### src/rtl/pipelined_inst_decoder_pkg.sv
// decoder_pkg: shared definitions for the GPR/multiply-add instruction decoder.
//   - opcode values (instruction bits [31:24])
//   - bit positions of the register fields inside the instruction word
//   - ALU mode encoding driven on alu_mode
//   - decoder FSM states (DEC: decoding instructions, LDATA: next word is LOAD data)
package decoder_pkg;

    localparam logic [7:0] OP_NOOP  = 8'h30;
    localparam logic [7:0] OP_LOAD  = 8'h31;
    localparam logic [7:0] OP_STORE = 8'h32;
    localparam logic [7:0] OP_MULT  = 8'h33;
    localparam logic [7:0] OP_ADD   = 8'h34;
    localparam logic [7:0] OP_MULTX = 8'h35;

    // Each register field occupies a nibble; only its low ADDR_W bits are used.
    localparam int OP_LSB = 24;
    localparam int RT_LSB = 20;
    localparam int RA_LSB = 16;
    localparam int RB_LSB = 12;
    localparam int RC_LSB = 8;

    typedef enum logic [1:0] {
        ALU_IDLE  = 2'd0,
        ALU_MULT  = 2'd1,
        ALU_ADD   = 2'd2,
        ALU_MULTX = 2'd3
    } alu_mode_t;

    typedef enum logic {
        DEC   = 1'b0,
        LDATA = 1'b1
    } dec_state_t;

endpackage

### src/rtl/pipelined_inst_decoder_y_scoreboard.sv
// y_scoreboard: tracks ALU results travelling down the Y_LAT-cycle Y pipeline.
// A {valid, addr} entry is pushed every cycle; the tail entry is the Y write
// happening this cycle. Every valid entry, tail included, is a pending write.
// Ports:
//   clock, reset_n              clock and asynchronous active-low reset
//   push_valid, push_addr       entry entering the pipeline at the next edge
//   cmp_addr_a/b/c              source addresses to check for a pending write
//   match_a/b/c                 some valid entry targets that address
//   tail_valid, tail_addr       Y write port (write enable and address)
module y_scoreboard
    import decoder_pkg::*;
#(
    parameter int ADDR_W = 4,
    parameter int Y_LAT  = 2
) (
    input  logic              clock,
    input  logic              reset_n,
    input  logic              push_valid,
    input  logic [ADDR_W-1:0] push_addr,
    input  logic [ADDR_W-1:0] cmp_addr_a,
    input  logic [ADDR_W-1:0] cmp_addr_b,
    input  logic [ADDR_W-1:0] cmp_addr_c,
    output logic              match_a,
    output logic              match_b,
    output logic              match_c,
    output logic              tail_valid,
    output logic [ADDR_W-1:0] tail_addr
);

    logic [Y_LAT-1:0]  valid_reg;
    logic [ADDR_W-1:0] addr_reg [Y_LAT];
    logic [Y_LAT-1:0]  hit_a;
    logic [Y_LAT-1:0]  hit_b;
    logic [Y_LAT-1:0]  hit_c;

    always_ff @(posedge clock or negedge reset_n) begin
        if (!reset_n) begin
            valid_reg <= '0;
            for (int i = 0; i < Y_LAT; i++) begin
                addr_reg[i] <= '0;
            end
        end else begin
            valid_reg   <= {valid_reg[Y_LAT-2:0], push_valid};
            addr_reg[0] <= push_addr;
            for (int i = 1; i < Y_LAT; i++) begin
                addr_reg[i] <= addr_reg[i-1];
            end
        end
    end

    genvar gi;
    generate
        for (gi = 0; gi < Y_LAT; gi++) begin : g_hit
            assign hit_a[gi] = valid_reg[gi] && (addr_reg[gi] == cmp_addr_a);
            assign hit_b[gi] = valid_reg[gi] && (addr_reg[gi] == cmp_addr_b);
            assign hit_c[gi] = valid_reg[gi] && (addr_reg[gi] == cmp_addr_c);
        end
    endgenerate

    assign match_a    = |hit_a;
    assign match_b    = |hit_b;
    assign match_c    = |hit_c;
    assign tail_valid = valid_reg[Y_LAT-1];
    assign tail_addr  = addr_reg[Y_LAT-1];

endmodule

### src/rtl/pipelined_inst_decoder.sv
// pipelined_inst_decoder: single-stage instruction decoder for the GPR /
// multiply-add datapath with register-hazard stalls.
// Ports:
//   clock, reset_n                 clock, asynchronous active-low reset
//   inst_bus/inst_valid/inst_ready instruction (or LOAD data) stream
//   rd_adr_a/b/c                   register-file read addresses from the decode stage
//   alu_issue, alu_mode            ALU operation issued last cycle and its mode
//   wrt_adr_x/enb_x/data_x         X (load) write port
//   wrt_adr_y/enb_y                Y (ALU result) write port, Y_LAT after issue
//   mem_write_valid                STORE operand is on the memory write bus
//   illegal_op                     one-cycle pulse when an unknown opcode retires
module pipelined_inst_decoder
    import decoder_pkg::*;
#(
    parameter int ADDR_W = 4,
    parameter int Y_LAT  = 2
) (
    input  logic              clock,
    input  logic              reset_n,
    input  logic [31:0]       inst_bus,
    input  logic              inst_valid,
    output logic              inst_ready,
    output logic [ADDR_W-1:0] rd_adr_a,
    output logic [ADDR_W-1:0] rd_adr_b,
    output logic [ADDR_W-1:0] rd_adr_c,
    output logic              alu_issue,
    output logic [1:0]        alu_mode,
    output logic [ADDR_W-1:0] wrt_adr_x,
    output logic              wrt_enb_x,
    output logic [31:0]       wrt_data_x,
    output logic [ADDR_W-1:0] wrt_adr_y,
    output logic              wrt_enb_y,
    output logic              mem_write_valid,
    output logic              illegal_op
);

    dec_state_t        state_reg, state_next;
    logic              ready_next;

    // Decode stage keeps only the fields the decoder actually uses.
    logic              dec_valid_reg;
    logic [7:0]        dec_op_reg;
    logic [ADDR_W-1:0] dec_rt_reg, dec_ra_reg, dec_rb_reg, dec_rc_reg;

    logic [ADDR_W-1:0] ld_adr_reg;
    logic              x_enb_reg;
    logic [ADDR_W-1:0] x_adr_reg;
    logic [31:0]       x_data_reg;
    logic              alu_issue_reg;
    alu_mode_t         alu_mode_reg;
    logic              mem_write_valid_reg;
    logic              illegal_reg;

    logic is_load, is_store, is_mult, is_add, is_multx, is_alu, is_illegal;
    alu_mode_t mode_dec;

    logic [ADDR_W-1:0] cmp_addr [3];
    logic [2:0]        use_src;
    logic [2:0]        sb_match;
    logic [2:0]        x_match;
    logic [2:0]        src_block;
    logic              hazard, issue;
    logic              take, dec_take, data_take;
    logic              sb_tail_valid;
    logic [ADDR_W-1:0] sb_tail_addr;

    always_comb begin
        is_load    = 1'b0;
        is_store   = 1'b0;
        is_mult    = 1'b0;
        is_add     = 1'b0;
        is_multx   = 1'b0;
        is_illegal = 1'b0;
        mode_dec   = ALU_IDLE;
        case (dec_op_reg)
            OP_NOOP:  ;
            OP_LOAD:  is_load = 1'b1;
            OP_STORE: is_store = 1'b1;
            OP_MULT:  begin is_mult  = 1'b1; mode_dec = ALU_MULT;  end
            OP_ADD:   begin is_add   = 1'b1; mode_dec = ALU_ADD;   end
            OP_MULTX: begin is_multx = 1'b1; mode_dec = ALU_MULTX; end
            default:  is_illegal = 1'b1;
        endcase
    end

    assign is_alu = is_mult || is_add || is_multx;

    // Slot 0 carries RT for LOAD (write-after-write) and STORE, RA otherwise.
    always_comb begin
        cmp_addr[0] = (is_load || is_store) ? dec_rt_reg : dec_ra_reg;
        cmp_addr[1] = dec_rb_reg;
        cmp_addr[2] = dec_rc_reg;
        use_src     = {is_add || is_multx, is_mult || is_multx, is_alu || is_load || is_store};
    end

    y_scoreboard #(
        .ADDR_W (ADDR_W),
        .Y_LAT  (Y_LAT)
    ) u_y_scoreboard (
        .clock      (clock),
        .reset_n    (reset_n),
        .push_valid (issue && is_alu),
        .push_addr  (dec_rt_reg),
        .cmp_addr_a (cmp_addr[0]),
        .cmp_addr_b (cmp_addr[1]),
        .cmp_addr_c (cmp_addr[2]),
        .match_a    (sb_match[0]),
        .match_b    (sb_match[1]),
        .match_c    (sb_match[2]),
        .tail_valid (sb_tail_valid),
        .tail_addr  (sb_tail_addr)
    );

    genvar gi;
    generate
        for (gi = 0; gi < 3; gi++) begin : g_src
            assign x_match[gi]   = x_enb_reg && (x_adr_reg == cmp_addr[gi]);
            assign src_block[gi] = use_src[gi] && (sb_match[gi] || x_match[gi]);
        end
    endgenerate

    assign hazard = |src_block;
    assign issue  = dec_valid_reg && !hazard;

    always_ff @(posedge clock or negedge reset_n) begin
        if (!reset_n) begin
            state_reg <= DEC;
        end else begin
            state_reg <= state_next;
        end
    end

    always_comb begin
        state_next = state_reg;
        ready_next = 1'b0;
        case (state_reg)
            DEC: begin
                // A LOAD issuing this cycle leaves the decode stage empty and
                // takes no word, so the following word is routed as data.
                ready_next = !dec_valid_reg || (issue && !is_load);
                if (issue && is_load) begin
                    state_next = LDATA;
                end
            end
            LDATA: begin
                ready_next = 1'b1;
                if (inst_valid) begin
                    state_next = DEC;
                end
            end
            default: state_next = DEC;
        endcase
    end

    assign inst_ready = reset_n && ready_next;
    assign take       = inst_valid && inst_ready;
    assign dec_take   = take && (state_reg == DEC);
    assign data_take  = take && (state_reg == LDATA);

    always_ff @(posedge clock or negedge reset_n) begin
        if (!reset_n) begin
            dec_valid_reg       <= 1'b0;
            dec_op_reg          <= '0;
            dec_rt_reg          <= '0;
            dec_ra_reg          <= '0;
            dec_rb_reg          <= '0;
            dec_rc_reg          <= '0;
            ld_adr_reg          <= '0;
            x_enb_reg           <= 1'b0;
            x_adr_reg           <= '0;
            x_data_reg          <= '0;
            alu_issue_reg       <= 1'b0;
            alu_mode_reg        <= ALU_IDLE;
            mem_write_valid_reg <= 1'b0;
            illegal_reg         <= 1'b0;
        end else begin
            if (dec_take) begin
                dec_valid_reg <= 1'b1;
                dec_op_reg    <= inst_bus[OP_LSB +: 8];
                dec_rt_reg    <= inst_bus[RT_LSB +: ADDR_W];
                dec_ra_reg    <= inst_bus[RA_LSB +: ADDR_W];
                dec_rb_reg    <= inst_bus[RB_LSB +: ADDR_W];
                dec_rc_reg    <= inst_bus[RC_LSB +: ADDR_W];
            end else if (issue) begin
                dec_valid_reg <= 1'b0;
            end
            if (issue && is_load) begin
                ld_adr_reg <= dec_rt_reg;
            end
            x_enb_reg <= data_take;
            if (data_take) begin
                x_adr_reg  <= ld_adr_reg;
                x_data_reg <= inst_bus;
            end
            alu_issue_reg       <= issue && is_alu;
            alu_mode_reg        <= issue ? mode_dec : ALU_IDLE;
            mem_write_valid_reg <= issue && is_store;
            illegal_reg         <= issue && is_illegal;
        end
    end

    assign rd_adr_a        = is_store ? dec_rt_reg : dec_ra_reg;
    assign rd_adr_b        = dec_rb_reg;
    assign rd_adr_c        = dec_rc_reg;
    assign alu_issue       = alu_issue_reg;
    assign alu_mode        = alu_mode_reg;
    assign wrt_enb_x       = x_enb_reg;
    assign wrt_adr_x       = x_adr_reg;
    assign wrt_data_x      = x_data_reg;
    assign wrt_enb_y       = sb_tail_valid;
    assign wrt_adr_y       = sb_tail_addr;
    assign mem_write_valid = mem_write_valid_reg;
    assign illegal_op      = illegal_reg;

endmodule
### config.mk
export PLATFORM = sky130hd
export DESIGN_NAME = pipelined_inst_decoder
export DESIGN_NICKNAME = d
export VERILOG_FILES = /design/src/rtl/pipelined_inst_decoder_pkg.sv /design/src/rtl/pipelined_inst_decoder_y_scoreboard.sv /design/src/rtl/pipelined_inst_decoder.sv
export SDC_FILE = /design/constraint.sdc
export NUM_CORES = 1
export LEC_CHECK = 0
export ABC_AREA = 1
export ABC_CLOCK_PERIOD_IN_PS = 5700
export CAP_MARGIN = 40
export CORE_MARGIN = 2
export CORE_UTILIZATION = 55
export CTS_BUF_LIST = sky130_fd_sc_hd__clkbuf_8
export DETAILED_ROUTE_END_ITERATION = 12
export PLACE_DENSITY = 0.85
export SLEW_MARGIN = 20
export SYNTH_ARGS = -nofsm -noshare
export SYNTH_HDL_FRONTEND = slang
export SYNTH_HIERARCHICAL = 1
export SYNTH_SLANG_ARGS = --single-unit
### constraint.sdc
create_clock -name clock -period 5.7 [get_ports clock]
set_input_delay 1.14 -clock clock [delete_from_list [all_inputs] [get_ports clock]]
set_output_delay 1.14 -clock clock [all_outputs]
set_load 0.01 [all_outputs]
==> results.toml, run 1 <==
[timing]
fin_worst_skew_ns = 0.00948
finalCriticalPeriod_ns = 4.36
relSlewSlack = 0.562
clock.fmax_mhz = 229
rsz0062_at_grt = "no"
finalHoldViolations = 0
drv_slew = 0
final.period_utilization = 0.765
worst_slew_pin_slew_ns = 0.657
tns_ns = 0
setup_viol = 0

[critical_path]
slowest_delay_ns = 0.61
cp_data_required_time_ns = 4.56
worst_path_most_repeated_cell = "nand2_1"
cp_slowest_cell = "clkdlybuf4s50_1"
crit_path_end_kind = "primary output"
critical_path_class = "flip-flop to primary output"
r2r_start = "dec_op_reg[2]"
crit_arrival_ns = 3.22
worstRegToRegCells = 20
critPathLaunchType = "flip-flop"
critPathMaxFanout = 11
crit_chain = "inv_1 > nand2_1 > nor2_1 > nand2_1 > nand2_2 > nand2_1 > nand2_1 > inv_1 > nor2_1 > nor2_1 > nand3_1 > nand2_1 > inv_1 > nand2_1 > nand2_1 > nand3_2 > a21boi_0 > clkdlybuf4s50_1"
ff2ff_setup_slack_ns = 2.73
r2r-end = "rd_adr_c[0]"

[worst_hold_path]
min_delay_worst_endpoint = "u_y_scoreboard/tail_addr[3]"
hold_path.startpoint = "u_y_scoreboard/addr_reg[7]"
hp-class = "flip-flop to flip-flop"
min_path_cells = 0

[die]
io_pins = 95
die_h_um = 88.8
initial_core_util = 0.576
fp.coreArea_sq_um = 6870
rows = 30
die_area_sq_um = 7890
die_w_um = 88.8

[route]
drt-wirelength-per-cell_um = 14.5
drt_first_pass_iters = 5
vias_per_cell = 5.25
drtIter0Drc = 239
drc = 0
vias = 3627
drt-total-wl_um = 10100
ant_nets = 0

[cells_and_area]
drive_gt1_frac = 0.0521
area_growth_pct = 28.8
finalNetCount = 626
diodes = 0
design_area_sq_um = 5100
final_cell_mix = "245 x nand2_1, 93 x clkdlybuf4s50_1, 82 x dfrtp_1"
final_common_cell = "nand2_1"
largest_reg_flops = 32

[cts]
tritoncts = "built"
clockRootBuffer = "clkbuf_8"
cts_resized = 0
cts_buffer_depth = 2
clock-sinks = 82
h-tree-depth = 3
cts_setup_buffers = 0
cts.reportedPaths.clkPinSlew_ns = 0.08
clk_latency_ns = 0.35
postCtsHoldBufs = 0
cts_buffers = 9

[synth]
async_flop_share = 1.00
ys.flop_type = "dfrtp_1"
yosys.area_share.adder = 0
synth_top_family_by_area = "simple AND/OR/NAND/NOR gates"
synth_simple_gate_area_frac = 0.351
synth_xor_area_frac = 0.0177
synth_nets = 546
synth_edf_count = 0
syn_inst = 511
seq_area_frac_synth = 0.518
ys_types = 31
ys_ff_latch = 82
syn_avg_cell_area_sq_um = 7.74
synth-compound-area-share = 0.0294
synth_mux_area_frac = 0.00285
synth_area_sq_um = 3960
ys_warn_count = 6

[grt]
grt_pass1_vias = 3495
grt_util_all_layers = 0.271
grt_max_degree = 59
antenna_found_initial = 0
globalRoute.totalOverflow = 0
grt_pass1_wl_um = 16200

[power_and_ir_drop]
total_leakage_power_nw = 2.59
ir_worst_vdd_mv = 0.277
power_density_nw_per_um2 = 515

[flow_run]
cap_violations = 0

[placement]
placed_cell_area_sq_um = 4880
portBuffers = 94
gp_congestion = 0.955
place.detailed.hpwl_um = 7240

[status]
outcome = "finished, final reports clean"
-- critical path, delay by kind of cell (launching register included) --
kind                   cells  cell delay (ns)
and+or+nand+nor           13             1.41
AOI/OAI and AO/OA          1             0.20
buffers and inverters      4             0.84
DFF                        1             0.39
-- Yosys cell counts (7+ instances only) --
cell / count / area share
xnor2_1: 7 / 0.015
nor2_1: 33 / 0.031
nand2_1: 245 / 0.23
nand4_1: 25 / 0.040
dfrtp_1: 82 / 0.52
nand3_1: 17 / 0.021
inv_1: 36 / 0.034
o21ai_0: 13 / 0.016
clkbuf_1: 9 / 0.0085
buf_4: 12 / 0.023
-- cell type report --
cell class | count | area [sq um]
Sequential cell | 82 | 2050
Fill cell | 497 | 1770
Multi-Input combinational cell | 363 | 1590
Timing Repair Buffer | 98 | 980
Inverter | 37 | 139
Clock buffer | 10 | 138
Tap cell | 96 | 120
Clock inverter | 5 | 78.8
-- cells by family (layout without fill, tap and decap cells) --
group / count (synthesis) / count (layout)
buf+inv: 66 / 150
xor+xnor: 8 / 8
mux: 1 / 1
compound gates: 21 / 21
flops: 82 / 82
simple gates: 333 / 333
-- report_power, final --
part,switching (mW),total [mW],internal (mW)
Clock,0.201,0.457,0.255
Combinational,0.563,1.11,0.542
Sequential,0.245,1.06,0.818
Total,1.01,2.63,1.62
-- routing by layer --
layer / GRT usage / vias up / part of all wire
li1: - / 1746 / -
met4: 0.142 / 0 / 0.027
met1: 0.336 / 1695 / 0.41
met5: 0 / - / 0
met3: 0.0616 / 29 / 0.072
met2: 0.444 / 157 / 0.49
-- worst max-delay path by stage --
stage	startpoint	cells past startpoint	endpoint	slack, ns
6_report	dec_op_reg[2]	18	inst_ready	1.34
5_1_grt	dec_op_reg[2]	18	inst_ready	1.08
4_1_cts	dec_op_reg[2]	18	inst_ready	1.39
3_5_place_dp	dec_op_reg[2]	18	inst_ready	1.85
3_3_place_gp	dec_op_reg[2]	18	inst_ready	1.98
2_1_floorplan	dec_op_reg[2]	18	inst_ready	2.63
-- stage by stage --
| stage | total power, mW | hold slack, ns | std cells | util | setup WS (ns) |
|---|---|---|---|---|---|
| 3_3_place_gp | 2.10 | 0.430 | 674 | 0.707 | 1.98 |
| 4_1_cts | 2.63 | 0.451 | 691 | 0.742 | 1.39 |
| 3_5_place_dp | 2.16 | 0.445 | 676 | 0.711 | 1.85 |
| 2_1_floorplan | 1.65 | 0.395 | 511 | - | 2.63 |
| 5_1_grt | 2.80 | 0.459 | 691 | 0.742 | 1.08 |
| 6_report | 2.63 | 0.446 | 691 | 0.742 | 1.34 |
(Power assumes the default switching activity.)
==> run 2, diff against run 1 <==
ABC_CLOCK_PERIOD_IN_PS = 3800   (was 5700)
CORE_UTILIZATION = 46   (was 55)
PLACE_DENSITY = 0.76   (was 0.85)
clock period = 3.8 ns   (was 5.7 ns; I/O delays follow)
==> run 2 against run 1 <==
Combinational power up 47%. Clock skew is 0.0048 ns higher. Via count decreased by 2.2%. Routed wire length is 3.5% lower. Core utilization down 12 points. Total power is 47% higher. Clock power rose by 39%. Cell area grew 0.54%. Non-clock buffer count up 2. Final cell count increased by 1.7%. First-iteration DRC count is 39% lower. Sequential power grew 50%.
==> results.toml, run 2 (synthesis results as in run 1) <==
[critical_path]
r2r_start = "dec_op_reg[0]"
critPathMaxFanout = 11
cp_data_required_time_ns = 3.04
critical_path_class = "flip-flop to primary output"
worst_path_most_repeated_cell = "nand2_1"
crit_path_end_kind = "primary output"
slowest_delay_ns = 0.41
crit_buf_inv = 4
crit_chain = "inv_1 > nand2_1 > nor2_2 > nand2_2 > nand2_2 > nand2_1 > nand2_1 > inv_1 > nor2_1 > nor2_1 > nand3_1 > nand2_1 > inv_1 > nand2_1 > nand2_1 > nand3_2 > a21boi_0 > clkdlybuf4s15_1"
critPathLaunchType = "flip-flop"
critical-path-top-delay-family = "simple AND/OR/NAND/NOR gates"
crit_arrival_ns = 2.68
crit_path_start = "dec_op_reg[0]"
cp_slowest_cell = "dfrtp_1"

[route]
drt-wirelength-per-cell_um = 13.8
drtIter0Drc = 146
drc = 0
vias = 3547
ant_nets = 0
drt-total-wl_um = 9700
vias_per_cell = 5.05
drt_first_pass_iters = 5

[power_and_ir_drop]
total_power_mw = 3.86
power_density_nw_per_um2 = 753
ir_worst_vdd_mv = 0.408
total_leakage_power_nw = 2.59

[cells_and_area]
post-route-util = 0.621
area_growth_pct = 29.5
fillerInstances = 725
design_area_sq_um = 5120
final_cell_mix = "244 x nand2_1, 92 x clkdlybuf4s50_1, 82 x dfrtp_1"
largest_reg_flops = 32
drive_gt1_frac = 0.0585
diodes = 0
finalNetCount = 628
final_common_cell = "nand2_1"
stdcell_count = 703

[die]
die_area_sq_um = 9360
fp.coreArea_sq_um = 8260
rows = 33
die_h_um = 96.8
initial_core_util = 0.479
die_w_um = 96.8
io_pins = 95

[timing]
final.period_utilization = 0.905
fin_worst_skew_ns = 0.0142
relSlewSlack = 0.629
tns_ns = 0
finalCriticalPeriod_ns = 3.44
fin_ws_ns = 0.361
finalHoldViolations = 0
setup_viol = 0
clock.fmax_mhz = 291
worst_slew_pin_slew_ns = 0.556
drv_slew = 0
worst_hold_slack_ns = 0.437

[placement]
dp_slack_ns = 0.297
gp_congestion = 0.910
placed_cell_area_sq_um = 4900
dp.cells = 686
portBuffers = 94
place.detailed.hpwl_um = 7100

[status]
outcome = "finished, final reports clean"

[cts]
clk_latency_ns = 0.35
postCtsHoldBufs = 0
clockRootBuffer = "clkbuf_8"
cts_setup_buffers = 0
cts_buffers = 9
cts_buffer_depth = 2
clock-sinks = 82
cts.reportedPaths.clkPinSlew_ns = 0.09
tritoncts = "built"
h-tree-depth = 3

[worst_hold_path]
hp-class = "input port to asynchronous set/reset pin"

[grt]
grt_pass1_wl_um = 16000
globalRoute.totalOverflow = 0
grt_pass1_vias = 3439
antenna_found_initial = 0
grt_util_all_layers = 0.207
grt_max_degree = 75

[flow_run]
cap_violations = 0
-- run 2: cell types whose count changed in the layout (fill, tap and decap cells not counted), sizes merged --
cell / before / now
clkinvlp: 0 / 2
clkdlybuf4s50: 93 / 92
bufinv: 2 / 1
inv: 37 / 39
buf: 5 / 7
clkdlybuf4s15: 0 / 1
clkinv: 3 / 1
-- run 2: path summary, 6_finish.rpt --
kind / endpoint / slack [ns] / cells after the start
max in group asynchronous: wrt_adr_x[0] / 2.39 / 4
setup reg to reg: rd_adr_c[0] / 1.08 / 20
min in group clock: u_y_scoreboard/valid_reg[1] / 0.46 / 0
setup / recovery: inst_ready / 0.36 / 18
hold reg to reg: u_y_scoreboard/valid_reg[1] / 0.46 / 0
hold / removal: wrt_data_x[6] / 0.44 / 2
-- run 2: layer usage --
metal,GRT usage,share of wire
met1,0.269,0.45
met2,0.333,0.47
met3,0.0650,0.064
met4,0.0618,0.0096
met5,0,0
-- run 2: where the power goes --
part	leakage [nW]	switching [mW]	internal [mW]
Combinational	1.42	0.819	0.815
Clock	0.100	0.312	0.322
Sequential	1.07	0.364	1.23
Total	2.59	1.50	2.36
-- run 2: timing repair --
item,CTS,global route
gates resized for setup,2,2
hold endpoints to repair,0,0
setup endpoints to repair,1,1
-- run 2: final cells by class --
| cell class | instances | area, sq um | area share |
|---|---|---|---|
| inverters | 37 | 139 | 0.0271 |
| well taps | 105 | 131 | 0.0256 |
| flip-flops and latches | 82 | 2050 | 0.400 |
| clock inverters | 6 | 66.3 | 0.0129 |
| clock buffers | 10 | 138 | 0.0269 |
| multi-input cells | 363 | 1600 | 0.311 |
| repair buffers | 100 | 1000 | 0.196 |
-- run 2: worst register-to-register path, cell delays in order (launching register included) --
cell     delay [ns]
dfrtp_1        0.41
inv_1          0.10
nand2_1        0.07
nor2_2         0.16
nand2_2        0.16
nand2_2        0.14
nand2_1        0.08
nand2_1        0.11
inv_1          0.07
nor2_1         0.10
nor2_1         0.06
nand3_1        0.08
nand2_1        0.05
inv_1          0.04
nand2_1        0.05
nand2_1        0.08
nand3_2        0.10
nand2_4        0.25
nand3_4        0.30
nand2_1        0.15
nand2_1        0.06
==> run 3, diff against run 2 <==
CTS_CLUSTER_DIAMETER = 150   (was not set)
==> results of run 3 <==
Same layout as run 2: the final DEF is identical, and so are final timing and power.
